[src/rtl/layer_update_if.sv]
// -----------------------------------------------------------------------------
// layer_update_if
//
// Groups the write-request side of the layer update scheduler: the background
// and food tile-RAM requesters (valid/ready handshakes with address and data)
// and the position shadow write strobe.
//
// Signals:
//   bg_valid / bg_ready     background write request handshake
//   bg_addr / bg_data       background tile address and data
//   food_valid / food_ready food write request handshake
//   food_addr / food_data   food tile address and data
//   pos_valid / pos_data    position shadow write strobe and value
//
// Modports:
//   master  requester side (Nios bridge / testbench)
//   slave   scheduler side
// -----------------------------------------------------------------------------
interface layer_update_if #(
    parameter int ADDR_W = 4,
    parameter int DATA_W = 32
);
    logic              bg_valid;
    logic              bg_ready;
    logic [ADDR_W-1:0] bg_addr;
    logic [DATA_W-1:0] bg_data;

    logic              food_valid;
    logic              food_ready;
    logic [ADDR_W-1:0] food_addr;
    logic [DATA_W-1:0] food_data;

    logic              pos_valid;
    logic [DATA_W-1:0] pos_data;

    modport master (
        output bg_valid, bg_addr, bg_data,
        input  bg_ready,
        output food_valid, food_addr, food_data,
        input  food_ready,
        output pos_valid, pos_data
    );

    modport slave (
        input  bg_valid, bg_addr, bg_data,
        output bg_ready,
        input  food_valid, food_addr, food_data,
        output food_ready,
        input  pos_valid, pos_data
    );
endinterface

[src/rtl/layer_update_scheduler.sv]
// -----------------------------------------------------------------------------
// layer_update_scheduler
//
// Buffers tile-RAM writes from the background and food requesters in two
// small FIFOs and commits them to the VGA generator's tile RAMs only while the
// raster is in vertical blanking, so the visible frame never tears. One
// commit slot is shared by both requesters with round-robin arbitration when
// both have work. A shadow register double-buffers the character position
// word so the character generator sees a new value only at a frame boundary.
//
// Ports:
//   clk             pixel clock
//   reset_n         asynchronous active-low reset
//   vblank          1 = vertical blanking
//   req             requester interface (slave modport): bg/food handshakes
//                   and the position shadow strobe
//   bg_wren         background RAM write enable (one-cycle pulse per commit)
//   bg_wraddress    background RAM write address (holds last committed)
//   bg_wrdata       background RAM write data    (holds last committed)
//   food_wren       food RAM write enable
//   food_wraddress  food RAM write address
//   food_wrdata     food RAM write data
//   position_data   frame-stable position word
//   frame_done      pulse: both FIFOs drained inside the current blank window
//   late            pulse: blank window closed with entries still pending
// -----------------------------------------------------------------------------
module layer_update_scheduler #(
    parameter int FIFO_DEPTH = 4,
    parameter int ADDR_W     = 4,
    parameter int DATA_W     = 32
) (
    input  logic              clk,
    input  logic              reset_n,
    input  logic              vblank,
    layer_update_if.slave     req,
    output logic              bg_wren,
    output logic [ADDR_W-1:0] bg_wraddress,
    output logic [DATA_W-1:0] bg_wrdata,
    output logic              food_wren,
    output logic [ADDR_W-1:0] food_wraddress,
    output logic [DATA_W-1:0] food_wrdata,
    output logic [DATA_W-1:0] position_data,
    output logic              frame_done,
    output logic              late
);

    localparam int PTR_W    = (FIFO_DEPTH > 1) ? $clog2(FIFO_DEPTH) : 1;
    localparam int CNT_W    = PTR_W + 1;
    localparam int ENTRY_W  = ADDR_W + DATA_W;
    localparam int NREQ     = 2;
    localparam int REQ_BG   = 0;
    localparam int REQ_FOOD = 1;

    typedef enum logic [1:0] {
        ST_ACTIVE     = 2'd0,   // visible lines: hold all writes
        ST_DRAIN      = 2'd1,   // blanking: commit one entry per cycle
        ST_BLANK_DONE = 2'd2    // blanking, FIFOs drained this window
    } state_t;

    state_t state;
    state_t state_next;

    // -------------------------------------------------------------------------
    // Requester FIFOs (index 0 = background, 1 = food)
    // -------------------------------------------------------------------------
    logic [ENTRY_W-1:0] fifo_mem [NREQ][FIFO_DEPTH];
    logic [PTR_W-1:0]   wr_ptr   [NREQ];
    logic [PTR_W-1:0]   rd_ptr   [NREQ];
    logic [CNT_W-1:0]   count    [NREQ];
    logic [ENTRY_W-1:0] in_entry [NREQ];
    logic [ENTRY_W-1:0] head     [NREQ];

    logic [NREQ-1:0] in_valid;
    logic [NREQ-1:0] full;
    logic [NREQ-1:0] nonempty;
    logic [NREQ-1:0] push;
    logic [NREQ-1:0] pop;

    assign in_valid[REQ_BG]   = req.bg_valid;
    assign in_valid[REQ_FOOD] = req.food_valid;
    assign in_entry[REQ_BG]   = {req.bg_addr, req.bg_data};
    assign in_entry[REQ_FOOD] = {req.food_addr, req.food_data};

    // Ready depends on the stored count only: a pop in the same cycle does
    // not open a slot for a full FIFO.
    assign req.bg_ready   = !full[REQ_BG];
    assign req.food_ready = !full[REQ_FOOD];

    // NOTE: every signal assigned in always_comb gets a value on every path
    // (defaults first) so no latch is inferred.
    always_comb begin
        full     = '0;
        nonempty = '0;
        push     = '0;
        for (int i = 0; i < NREQ; i++) begin
            full[i]     = (count[i] == CNT_W'(FIFO_DEPTH));
            nonempty[i] = (count[i] != '0);
            push[i]     = in_valid[i] && !full[i];
            head[i]     = fifo_mem[i][rd_ptr[i]];
        end
    end

    // NOTE: storage arrays carry no reset; emptiness is defined by the
    // pointers and count, so stale contents are never observed.
    always_ff @(posedge clk) begin
        for (int i = 0; i < NREQ; i++) begin
            if (push[i]) begin
                fifo_mem[i][wr_ptr[i]] <= in_entry[i];
            end
        end
    end

    // NOTE: sequential state is updated with non-blocking assignments so all
    // flops sample pre-edge values regardless of statement order.
    always_ff @(posedge clk or negedge reset_n) begin
        if (!reset_n) begin
            for (int i = 0; i < NREQ; i++) begin
                wr_ptr[i] <= '0;
                rd_ptr[i] <= '0;
                count[i]  <= '0;
            end
        end else begin
            for (int i = 0; i < NREQ; i++) begin
                // Depth is a power of two, so pointers wrap naturally.
                if (push[i]) begin
                    wr_ptr[i] <= wr_ptr[i] + PTR_W'(1);
                end
                if (pop[i]) begin
                    rd_ptr[i] <= rd_ptr[i] + PTR_W'(1);
                end
                case ({push[i], pop[i]})
                    2'b10:   count[i] <= count[i] + CNT_W'(1);
                    2'b01:   count[i] <= count[i] - CNT_W'(1);
                    default: count[i] <= count[i];
                endcase
            end
        end
    end

    // -------------------------------------------------------------------------
    // Blanking edge detection
    // -------------------------------------------------------------------------
    logic vblank_d;
    logic edge_armed;   // set once vblank_d holds a real sample after reset
    logic rise;
    logic fall;

    // Without edge_armed, vblank held high through reset release would look
    // like a rising edge and open a window mid-blank.
    assign rise = vblank && !vblank_d && edge_armed;
    assign fall = !vblank && vblank_d;

    // -------------------------------------------------------------------------
    // Commit arbitration
    // -------------------------------------------------------------------------
    logic rr_food;      // 1 = food wins the next contended grant
    logic commit;
    logic grant_food;
    logic any_pending;

    assign any_pending = |nonempty;

    // The closing edge of the window never commits, so a write cannot land
    // on the first visible line.
    always_comb begin
        commit     = 1'b0;
        grant_food = 1'b0;
        if ((state == ST_DRAIN || state == ST_BLANK_DONE) && !fall && any_pending) begin
            commit     = 1'b1;
            grant_food = (&nonempty) ? rr_food : nonempty[REQ_FOOD];
        end
        pop           = '0;
        pop[REQ_BG]   = commit && !grant_food;
        pop[REQ_FOOD] = commit && grant_food;
    end

    // -------------------------------------------------------------------------
    // Window FSM
    // -------------------------------------------------------------------------
    logic done_seen;        // frame_done already issued in this window
    logic done_seen_next;
    logic frame_done_next;
    logic late_next;

    always_comb begin
        state_next      = state;
        done_seen_next  = done_seen;
        frame_done_next = 1'b0;
        late_next       = 1'b0;
        case (state)
            ST_ACTIVE: begin
                if (rise) begin
                    state_next     = ST_DRAIN;
                    done_seen_next = 1'b0;
                end
            end
            ST_DRAIN: begin
                if (fall) begin
                    // Pending entries stay queued for the next window.
                    state_next = ST_ACTIVE;
                    late_next  = any_pending;
                end else if (!any_pending) begin
                    // Counts already reflect the previous pop, so the pulse
                    // lands one cycle after the last commit.
                    state_next      = ST_BLANK_DONE;
                    frame_done_next = !done_seen;
                    done_seen_next  = 1'b1;
                end
            end
            ST_BLANK_DONE: begin
                if (fall) begin
                    state_next = ST_ACTIVE;
                end else if (any_pending) begin
                    // The late arrival is committed this cycle by the arbiter.
                    state_next = ST_DRAIN;
                end
            end
            default: begin
                state_next = ST_ACTIVE;
            end
        endcase
    end

    always_ff @(posedge clk or negedge reset_n) begin
        if (!reset_n) begin
            state      <= ST_ACTIVE;
            vblank_d   <= 1'b0;
            edge_armed <= 1'b0;
            done_seen  <= 1'b0;
            rr_food    <= 1'b0;
            frame_done <= 1'b0;
            late       <= 1'b0;
        end else begin
            state      <= state_next;
            vblank_d   <= vblank;
            edge_armed <= 1'b1;
            done_seen  <= done_seen_next;
            frame_done <= frame_done_next;
            late       <= late_next;
            // Priority only rotates when both requesters actually contended.
            if (commit && (&nonempty)) begin
                rr_food <= !rr_food;
            end
        end
    end

    // -------------------------------------------------------------------------
    // Registered commit outputs
    // -------------------------------------------------------------------------
    always_ff @(posedge clk or negedge reset_n) begin
        if (!reset_n) begin
            bg_wren        <= 1'b0;
            bg_wraddress   <= '0;
            bg_wrdata      <= '0;
            food_wren      <= 1'b0;
            food_wraddress <= '0;
            food_wrdata    <= '0;
        end else begin
            bg_wren   <= pop[REQ_BG];
            food_wren <= pop[REQ_FOOD];
            if (pop[REQ_BG]) begin
                bg_wraddress <= head[REQ_BG][ENTRY_W-1:DATA_W];
                bg_wrdata    <= head[REQ_BG][DATA_W-1:0];
            end
            if (pop[REQ_FOOD]) begin
                food_wraddress <= head[REQ_FOOD][ENTRY_W-1:DATA_W];
                food_wrdata    <= head[REQ_FOOD][DATA_W-1:0];
            end
        end
    end

    // -------------------------------------------------------------------------
    // Position double buffer
    // -------------------------------------------------------------------------
    logic [DATA_W-1:0] pos_shadow;

    always_ff @(posedge clk or negedge reset_n) begin
        if (!reset_n) begin
            pos_shadow    <= '0;
            position_data <= '0;
        end else begin
            if (req.pos_valid) begin
                pos_shadow <= req.pos_data;
            end
            // A write on the frame-boundary edge bypasses the shadow so the
            // newest value is not deferred by a whole frame.
            if (state == ST_ACTIVE && rise) begin
                position_data <= req.pos_valid ? req.pos_data : pos_shadow;
            end
        end
    end

endmodule

[src/flat_wrapper.sv]
// flat-port wrapper written by rule: the top's interface ports become plain ports
module layer_update_scheduler_flat 
#(
    parameter int FIFO_DEPTH = 4,
    parameter int ADDR_W     = 4,
    parameter int DATA_W     = 32
)
  (clk, reset_n, vblank, bg_wren, bg_wraddress, bg_wrdata, food_wren, food_wraddress, food_wrdata, position_data, frame_done, late, req_bg_valid, req_bg_addr, req_bg_data, req_bg_ready, req_food_valid, req_food_addr, req_food_data, req_food_ready, req_pos_valid, req_pos_data);
  layer_update_if #(.ADDR_W(ADDR_W), .DATA_W(DATA_W)) req_i ();
  input  logic clk;
  input  logic reset_n;
  input  logic vblank;
  output logic bg_wren;
  output logic [ADDR_W-1:0] bg_wraddress;
  output logic [DATA_W-1:0] bg_wrdata;
  output logic food_wren;
  output logic [ADDR_W-1:0] food_wraddress;
  output logic [DATA_W-1:0] food_wrdata;
  output logic [DATA_W-1:0] position_data;
  output logic frame_done;
  output logic late;
  input wire logic [$bits(req_i.bg_valid)-1:0] req_bg_valid;
  input wire logic [$bits(req_i.bg_addr)-1:0] req_bg_addr;
  input wire logic [$bits(req_i.bg_data)-1:0] req_bg_data;
  output wire logic [$bits(req_i.bg_ready)-1:0] req_bg_ready;
  input wire logic [$bits(req_i.food_valid)-1:0] req_food_valid;
  input wire logic [$bits(req_i.food_addr)-1:0] req_food_addr;
  input wire logic [$bits(req_i.food_data)-1:0] req_food_data;
  output wire logic [$bits(req_i.food_ready)-1:0] req_food_ready;
  input wire logic [$bits(req_i.pos_valid)-1:0] req_pos_valid;
  input wire logic [$bits(req_i.pos_data)-1:0] req_pos_data;
  assign req_i.bg_valid = req_bg_valid;
  assign req_i.bg_addr = req_bg_addr;
  assign req_i.bg_data = req_bg_data;
  assign req_bg_ready = req_i.bg_ready;
  assign req_i.food_valid = req_food_valid;
  assign req_i.food_addr = req_food_addr;
  assign req_i.food_data = req_food_data;
  assign req_food_ready = req_i.food_ready;
  assign req_i.pos_valid = req_pos_valid;
  assign req_i.pos_data = req_pos_data;
  layer_update_scheduler #(.FIFO_DEPTH(FIFO_DEPTH), .ADDR_W(ADDR_W), .DATA_W(DATA_W)) u_core (.clk(clk), .reset_n(reset_n), .vblank(vblank), .req(req_i), .bg_wren(bg_wren), .bg_wraddress(bg_wraddress), .bg_wrdata(bg_wrdata), .food_wren(food_wren), .food_wraddress(food_wraddress), .food_wrdata(food_wrdata), .position_data(position_data), .frame_done(frame_done), .late(late));
endmodule
[config.mk]
export PLATFORM = sky130hd
export DESIGN_NAME = layer_update_scheduler_flat
export DESIGN_NICKNAME = d
export VERILOG_FILES = /design/src/rtl/layer_update_if.sv /design/src/rtl/layer_update_scheduler.sv /design/src/flat_wrapper.sv
export SDC_FILE = /design/constraint.sdc
export NUM_CORES = 1
export LEC_CHECK = 0
export CAP_MARGIN = 20
export CORE_MARGIN = 2
export CORE_UTILIZATION = 59
export CTS_CLUSTER_SIZE = 28
export DETAILED_ROUTE_END_ITERATION = 6
export GPL_ROUTABILITY_DRIVEN = 1
export PLACE_DENSITY_LB_ADDON = 0.25
export SETUP_SLACK_MARGIN = 0.1
export SYNTH_ARGS = -nofsm -noshare
export SYNTH_HDL_FRONTEND = slang
export SYNTH_SLANG_ARGS = --single-unit
export TNS_END_PERCENT = 30
[constraint.sdc]
create_clock -name clk -period 3.7 [get_ports clk]
set_input_delay 0.74 -clock clk [delete_from_list [all_inputs] [get_ports clk]]
set_output_delay 0.74 -clock clk [all_outputs]
set_load 0.02 [all_outputs]
==> metrics.md <==
| Metric | Value |
|---|---|
| Status | completed |
| CP required | 2960 ps |
| Flop pwr share | 0.431 |
| LEAKAGE | between 7 and 8 nW |
| Max Cap Violations | 0 |
| Leading cell types in the layout, fill and taps excluded | edfxtp_1 (288), clkdlybuf4s50_1 (218), dfrtp_1 (156) |
| Unrepaired setup endpoints after global routing | no |
| DPL Wire Length | roughly 19,000 um |
| CTS tree | yes |
| Crit path DAT | around 2000 ps |
| Worst r2r src | u_core.count[3] |
| Clock sinks | ~450 |
| Post-synth EDFFs | 288 |
| Max frequency | about 0.37 GHz |
| Maximum vdd drop | 552 uV |
| Syn nets | around 1,000 |
| R2r setup slk | ~1500 ps |
| Syn avg cell area | approximately 19 sq um |
| Port bufs | around 220 |
| Clock tree root buffer cell | clkbuf_16 |
| Core area | 27,900 sq um |
| Cell Int Power | about 0.012 W |
| First-pass GRT wire length | approximately 50,000 um |
| Worst hold slack | 241 ps |
| Post-Synthesis Cells | around 860 |
| Post-DR vias/cell | about 5.5 |
| CTS clock-pin slew for the worst setup and hold paths | ~60 ps |
| Final setup violation count | 0 |
| Netlist cell types | 44 |
| Crit Path Category | flop to output pin |
| Area Overhead vs Synth | 24.5% |
| Register bit total from synthesis | between 400 and 500 |
| Endpoint class of the critical path | output pin |
| Switching Power | ~0.0053 W |
| Pre-CTS WS | approximately 650 ps |
| CTS max path bufs | 3 |
| Hold Fails Final Rpt | 0 |
| Setup TNS | 0 ps |
| Clock power frac | 0.251 |
| Routed wire length | between 30,000 and 40,000 um |
| Critical Path Fanout Max | 6 |
| Clock latency on the worst-skew pair | 540 ps |
| GRT overflow | 0 |
| Share of the synthesized area in the top cell type | 0.515 |
| Die height | ~170 um |
| Hold Path Class | input pin to async pin |
| P per Cell Area | around 840 nW/um^2 |
| Per-cell routed wire length | between 20 and 25 um |
| CTS buffer count | 44 |
| Via count | approximately 8,400 |
| Filler Cell Count | approximately 1,700 |
| Area leader, netlist | edfxtp_1 |
| Crit path launch | u_core.count[0] |
| Final Skew | between 15 and 20 ps |
| Rel. slew slack | 0.347 |
| Row count | between 60 and 70 |
| DRT Pass-1 Iters | 5 |
| Total global-route track usage | 0.215 |
| Total I/O pin count | 220 |
| Commonest non-fill, non-tap cell in the layout | edfxtp_1 |
| Synth Warn # | 0 |
| Comb power frac | 0.318 |
| Die X | 173 um |
| Drt drc | 0 |
| GP Congestion | approximately 0.77 |
| DR iter-0 viols | 730 |
| Post-CTS Resized | 0 |
| Final net count | roughly 1,200 |
| Initial Util | 0.601 |
| Switching Share | 0.300 |
| Vias in the first global route | between 8,000 and 9,000 |
| Synthesized cell area | roughly 17,000 sq um |
| Setup Fix Bufs, Post-CTS | 0 |
| Post-synthesis async set-or-reset flop share | 0.357 |
| Post-route insts no fill | between 1,500 and 2,000 |
| Setup ws final | 1000 ps |
| CP startpoint kind | flop |
| CTS HTree Levels | 2 |
| Sequential share of the synthesized area | 0.753 |
| R2R depth | 9 |
| Most used DFF post-synth | edfxtp_1 |
| Slew Limit Fails | 0 |
| Final min period | ~2700 ps |
| Final period utilization | 0.729 |
| Layout cells sized above 1 | 0.237 |
| Initial antenna violation count | 1 |
| Post-Place Cells | between 1,000 and 1,500 |
| Top cells by area, synth | edfxtp_1 (51%), dfrtp_1 (24%), mux4_2 (9.7%) |
| Tightest Pin Transition | roughly 1000 ps |
| Pin count of the biggest net entering global routing | 70 |
| Hold Buf Count CTS | 0 |
| FF-to-FF End | u_core.count[2] |
| Die ar. | 29,800 sq um |
| Post-route ant nets | 0 |
logic make-up (layout without fill, tap and decap cells):
kind of cell / Yosys count / in the layout / synth area share
buffers and inverters: 55 / 341 / 0.0183
DFF: 448 / 448 / 0.753
muxes: 176 / 176 / 0.168
other: 1 / 2 / 0.000223
adders and majority gates: 16 / 16 / 0.0128
AOI/OAI and AO/OA: 11 / 11 / 0.00522
xor gates and xnor gates: 13 / 13 / 0.00678
and+or+nand+nor: 142 / 142 / 0.0356
worst max-delay path by stage:
stage | end | slack, ps
floorplan | u_core.count[2] | 1170
global placement | u_core.count[2] | 710
detailed placement | u_core.count[5] | 650
CTS | req_food_ready | 980
global route | req_food_ready | 880
finish | req_food_ready | 1000
power by group through the flow:
stage               registers [W]  clock network, W  logic, W
floorplan                 0.00801                 0   0.00306
detailed placement        0.00767                 0   0.00566
CTS                       0.00760           0.00452   0.00569
finish                    0.00758           0.00442   0.00558
global route              0.00773           0.00470   0.00603
global placement          0.00761                 0   0.00551
critical path: stages (launching register included):
cell	delay, ps
dfrtp_1	420
inv_1	100
nand3_1	190
clkdlybuf4s50_1	710
cells in the mapped netlist (all sizes together) (7+ instances only):
cell      n
dfrtp   160
edfxtp  288
mux2    103
nand2   114
xnor2     8
ha       14
nor2      7
buf      31
and3      8
mux4     72
inv      19
flip-flops by register name (all words and copies together), names as in the netlist, 6 cells and up:
name / flops
u_core.position_data: 32
u_core.fifo_mem: 288
u_core.count: 6
u_core.bg_wrdata: 32
u_core.food_wrdata: 32
u_core.pos_shadow: 32
final cells by class:
| type | count | area [sq um] | area share |
|---|---|---|---|
| timing repair buffer | 240 | 2360 | 0.113 |
| sequential | 448 | 12700 | 0.606 |
| tap | 378 | 473 | 0.0226 |
| inverter | 19 | 71.3 | 0.00341 |
| clock inverter | 16 | 185 | 0.00886 |
| clock buffer | 66 | 1270 | 0.0610 |
| multi-input combinational | 359 | 3870 | 0.185 |
| antenna | 1 | 2.50 | 0.000120 |
routing by layer:
metal	vias up	track usage	share of wire
met5	-	0	0
met4	0	0.0678	0.023
met3	54	0.0488	0.058
met2	243	0.353	0.50
met1	4301	0.292	0.42
li1	3773	-	-
through the flow:
step	utilization	cell area, sq um	total power [W]
2_1_floorplan	-	16800	0.0111
3_3_place_gp	0.696	19400	0.0131
3_5_place_dp	0.696	19400	0.0133
4_1_cts	0.748	20900	0.0178
5_1_grt	0.748	20900	0.0185
6_report	0.748	20900	0.0176
(Power assumes the default switching activity.)
